<file path="src/rtl/jtkunio_pkg.sv">
// jtkunio_pkg: shared MCU port bit positions for the Kunio protection interface
package jtkunio_pkg;
   localparam int PB_RD_N      = 1;
   localparam int PB_WR_N      = 2;
   localparam int PC_M2S_FULL  = 0;
   localparam int PC_S2M_NFULL = 1;
   localparam int PC_OVR       = 7;
endpackage

</file>
<file path="src/rtl/jtkunio_mbox_latch.sv">
// jtkunio_mbox_latch: one-direction mailbox byte with full flag and overrun pulse
module jtkunio_mbox_latch (
   input  logic       clk,
   input  logic       rst,
   input  logic       wr,
   input  logic       rd,
   input  logic [7:0] din,
   output logic [7:0] dout,
   output logic       full,
   output logic       ovr_p
);
   always_ff @(posedge clk, posedge rst)
      if (rst) begin
         dout <= '0;
         full <= 1'b0;
      end else begin
         if (wr) dout <= din;
         if (wr | rd) full <= wr;
      end
   // a read in the same cycle consumed the old byte, so it is not an overrun
   assign ovr_p = wr & full & ~rd;
endmodule

</file>
<file path="src/rtl/jtkunio_mcu_mbox.sv">
// jtkunio_mcu_mbox: main 6502 <-> 68705 mailbox with status bits and MCU interrupt
module jtkunio_mcu_mbox
   import jtkunio_pkg::*;
#(
   parameter bit MAIN_ST_INV = 1'b0
) (
   input  logic       clk,
   input  logic       rst,
   input  logic       main_cs,
   input  logic       main_rnw,
   input  logic [7:0] main_din,
   output logic [7:0] main_dout,
   output logic [1:0] mcu_st,
   input  logic [7:0] mcu_pa_out,
   output logic [7:0] mcu_pa_in,
   input  logic [7:0] mcu_pb_out,
   output logic [7:0] mcu_pc_in,
   output logic       mcu_irqn
);
   logic main_cs_l, rd_n_l, wr_n_l;
   logic rd_n, wr_n, cs_rise, main_wr, main_rd, mcu_rd, mcu_wr;
   logic m2s_full, s2m_full, m2s_ovr, s2m_ovr, ovr;
   logic unused_pb;

   assign rd_n      = mcu_pb_out[PB_RD_N];
   assign wr_n      = mcu_pb_out[PB_WR_N];
   assign unused_pb = ^{mcu_pb_out[7:3], mcu_pb_out[0]};

   // edge registers reset to the idle level so a held strobe counts after reset
   always_ff @(posedge clk, posedge rst)
      if (rst) begin
         main_cs_l <= 1'b0;
         rd_n_l    <= 1'b1;
         wr_n_l    <= 1'b1;
         ovr       <= 1'b0;
      end else begin
         main_cs_l <= main_cs;
         rd_n_l    <= rd_n;
         wr_n_l    <= wr_n;
         ovr       <= ovr | m2s_ovr | s2m_ovr;
      end

   assign cs_rise = main_cs & ~main_cs_l;
   assign main_wr = cs_rise & ~main_rnw;
   assign main_rd = cs_rise & main_rnw;
   assign mcu_rd  = rd_n_l & ~rd_n;
   assign mcu_wr  = wr_n_l & ~wr_n;

   jtkunio_mbox_latch u_m2s (
      .clk(clk), .rst(rst), .wr(main_wr), .rd(mcu_rd), .din(main_din),
      .dout(mcu_pa_in), .full(m2s_full), .ovr_p(m2s_ovr)
   );

   jtkunio_mbox_latch u_s2m (
      .clk(clk), .rst(rst), .wr(mcu_wr), .rd(main_rd), .din(mcu_pa_out),
      .dout(main_dout), .full(s2m_full), .ovr_p(s2m_ovr)
   );

   assign mcu_st   = {s2m_full, m2s_full} ^ {2{MAIN_ST_INV}};
   assign mcu_irqn = ~m2s_full;

   always_comb begin
      mcu_pc_in               = '0;
      mcu_pc_in[PC_M2S_FULL]  = m2s_full;
      mcu_pc_in[PC_S2M_NFULL] = ~s2m_full;
      mcu_pc_in[PC_OVR]       = ovr;
   end
endmodule

</file>
<file path="config.mk">
export PLATFORM = sky130hd
export DESIGN_NAME = jtkunio_mcu_mbox
export DESIGN_NICKNAME = d
export VERILOG_FILES = /design/src/rtl/jtkunio_pkg.sv /design/src/rtl/jtkunio_mbox_latch.sv /design/src/rtl/jtkunio_mcu_mbox.sv
export SDC_FILE = /design/constraint.sdc
export NUM_CORES = 1
export LEC_CHECK = 0
export ABC_AREA = 1
export BUFFER_PORTS_ARGS = -buffer_cell sky130_fd_sc_hd__buf_2
export CORE_MARGIN = 10
export CORE_UTILIZATION = 30
export CTS_CLUSTER_SIZE = 20
export DETAILED_ROUTE_END_ITERATION = 16
export SYNTH_ARGS = -nofsm -noshare
export SYNTH_HDL_FRONTEND = slang
export SYNTH_SLANG_ARGS = --single-unit
</file>
<file path="constraint.sdc">
create_clock -name clk -period 0.98 [get_ports clk]
set_input_delay 0 -clock clk [delete_from_list [all_inputs] [get_ports clk]]
set_output_delay 0 -clock clk [all_outputs]
set_load 0.05 [all_outputs]
</file>
==> flow_metrics.env <==
export IMPL_fin_ws_ps=-33.9
export IMPL_p_per_area_nw_per_um2=1810
export IMPL_initial_core_util=0.309
export IMPL_crit_required_ps=1220
export IMPL_clock_root_buffer="clkbuf_4"
export IMPL_core_area_um2=3000
export IMPL_globalplace_congestion=0.687
export IMPL_fin_worst_skew_ps=10.4
export IMPL_worst_skew_pair_late_latency_ps=300
export IMPL_die_width_um=75.6
export IMPL_arrival_ps=1260
export IMPL_synth_cell_types=15
export IMPL_area_growth_pct=64.5
export IMPL_dp_final_hpwl_mm=1.83
export IMPL_htree_levels=1
export IMPL_min_period_over_period=1.03
export IMPL_cts_tree="yes"
export IMPL_dr_pass1_iters=4
export IMPL_drt_wl_total_mm=2.65
export IMPL_clkTransAtPathRegs_ps=130
export IMPL_hold_viol_final=0
export IMPL_antenna_found_initial=0
export IMPL_die_area_um2=5710
export IMPL_drive_gt1_frac=0.437
export IMPL_whs_ps=26.4
export IMPL_synth_seq_cells=22
export IMPL_hold_class="in2reg"
export IMPL_grt_max_degree=23
export IMPL_setup_violations=9
export IMPL_port_buffers=43
export IMPL_final_net_count=196
export IMPL_ir_drop_mv=0.734
export IMPL_overflow=0
export IMPL_ys_warn_count=0
export IMPL_clock_sinks=22
export IMPL_num_vias=857
export IMPL_ant_nets=0
export IMPL_drv_cap=0
export IMPL_violations="negative setup slack"
export IMPL_grtUsageTotal=0.0874
export IMPL_syn_area_um2=927
export IMPL_clockBufferDepth=2
export IMPL_cts_buffers=3
export IMPL_fmax_ghz=0.986
export IMPL_netlist_instances=102
export IMPL_grt_pass1_vias=800
export IMPL_yosys_area_top_type_share=0.540
export IMPL_worstSetupPathType="reg2reg"
export IMPL_via_per_inst=4.29
export IMPL_dieHeight_um=75.6
export IMPL_synth_area_leader_cell="dfrtp_1"
export IMPL_wl_per_cell_um=13.3
export IMPL_status="complete, but fails checks"
export IMPL_fp_row_count=20
export IMPL_slew_violations=0
export IMPL_leakage_nw=0.829
export IMPL_pre_cts_slack_ps=-52.6
export IMPL_end_kind="flip-flop"
export IMPL_fin_setup_tns_ps=-160
export IMPL_num_antenna_cells=0
export IMPL_ys_top_cells_by_area="dfrtp_1, nand2_1, buf_4"
export IMPL_worstPathMaxFanout=8
export IMPL_rsz0062_at_grt="true"
export IMPL_io_pins=55
export IMPL_grt_pass1_wl_mm=3.82
export IMPL_ys_seq_area_frac=0.596
export IMPL_setup_worst_path_start_class="flip-flop"
export IMPL_synth_area_per_cell_um2=9.09
export IMPL_drcViolationCount=0
export IMPL_drt_iter0_drc=40
export IMPL_period_needed_ps=1010
where the power goes:
part	total (W)	switching, W	leakage (nW)	internal (W)
clock network	0.000687	0.000274	0.0279	0.000413
logic	0.000985	0.000686	0.539	0.000299
registers	0.00109	0.0000708	0.262	0.00102
total	0.00276	0.00103	0.829	0.00173
sequential cells by signal, indices dropped and copies added (netlist names):
register,flops
u_m2s.dout,8
u_s2m.dout,8
main_cs_l,1
ovr,1
rd_n_l,1
u_m2s.full,1
u_s2m.full,1
wr_n_l,1
cell type report:
cell class	count	area [µm²]
repair buffers	68	513
well taps	33	41.3
flip-flops and latches	22	554
inverters	8	40.0
multi-input cells	65	324
clock buffers	3	22.5
clock inverters	1	30.0
fillers	280	1480
through the flow:
stage	utilization	area [µm²]	cells	total power, W
detailed placement	0.382	1150	174	0.00194
CTS	0.476	1430	199	0.00272
floorplan	-	953	106	0.00175
global placement	0.382	1150	174	0.00192
global route	0.508	1530	200	0.00289
finish	0.508	1530	200	0.00276
synthesized netlist by cell type, drive strengths merged:
| library cell | instances |
|---|---|
| nand2 | 46 |
| dfrtp | 20 |
| buf | 11 |
| nand3 | 10 |
| inv | 8 |
| dfstp | 2 |
| nor2 | 2 |
| a21oi | 1 |
| conb | 1 |
| or2 | 1 |
layout by cell type (no fill, tap or decap), drive strengths merged:
cell type,synthesis,routed
nand2,46,46
or2,1,1
dfstp,2,2
conb,1,5
bufinv,0,1
a21oi,1,1
buf,11,38
clkinvlp,0,2
dlygate4sd3,0,20
inv,8,6
nor2,2,2
nand3,10,10
clkbuf,0,13
dfrtp,20,20
routing by layer:
metal	vias up	GRT usage	routed length, µm
met5	-	0	0
met4	0	0.0309	40
met3	6	0.0130	131
met2	27	0.169	1520
met1	400	0.0925	962
li1	424	-	-
logic make-up after synthesis:
logic type / after synthesis / share of synthesized area
AND/OR/NAND/NOR: 59 / 0.269
AO/OA/AOI/OAI: 1 / 0.00539
other: 1 / 0.00404
flip-flops: 22 / 0.596
buffers and inverters: 19 / 0.126
path summary, 6_finish.rpt:
kind                                           start                         to  slack, ps  depth (start not counted)
max                              main_cs_l$_DFF_PP0_  u_m2s.dout[4]$_DFFE_PP0P_        -30                          6
min reg2reg                u_m2s.dout[6]$_DFFE_PP0P_  u_m2s.dout[6]$_DFFE_PP0P_        480                          2
min                                         main_rnw              ovr$_DFF_PP0_         30                          4
max reg2reg                      main_cs_l$_DFF_PP0_  u_m2s.dout[4]$_DFFE_PP0P_        -30                          6
min in group asynchronous                        rst  u_m2s.dout[5]$_DFFE_PP0P_        250                          4
max in group asynchronous                        rst           rd_n_l$_DFF_PP1_        440                          4
critical path: stages, from the launching register on:
cell and delay, ps:
dfrtp_1 390, inv_2 60, nand2_2 60, nor2_4 160, buf_8 170, nand2_1 60
nand2_1 60
what timing repair did:
| action | in CTS | in global routing |
|---|---|---|
| gates resized for setup | 8 | 33 |
| endpoints found under the hold margin | 41 | 0 |
| cloned | 0 | 0 |
| hold buffers | 20 | 0 |
| setup buffers | 1 | 1 |
| pin swaps | 0 | 7 |
| endpoints found under the setup margin | 13 | 29 |
Note: power is estimated with default switching activity, not from simulation.
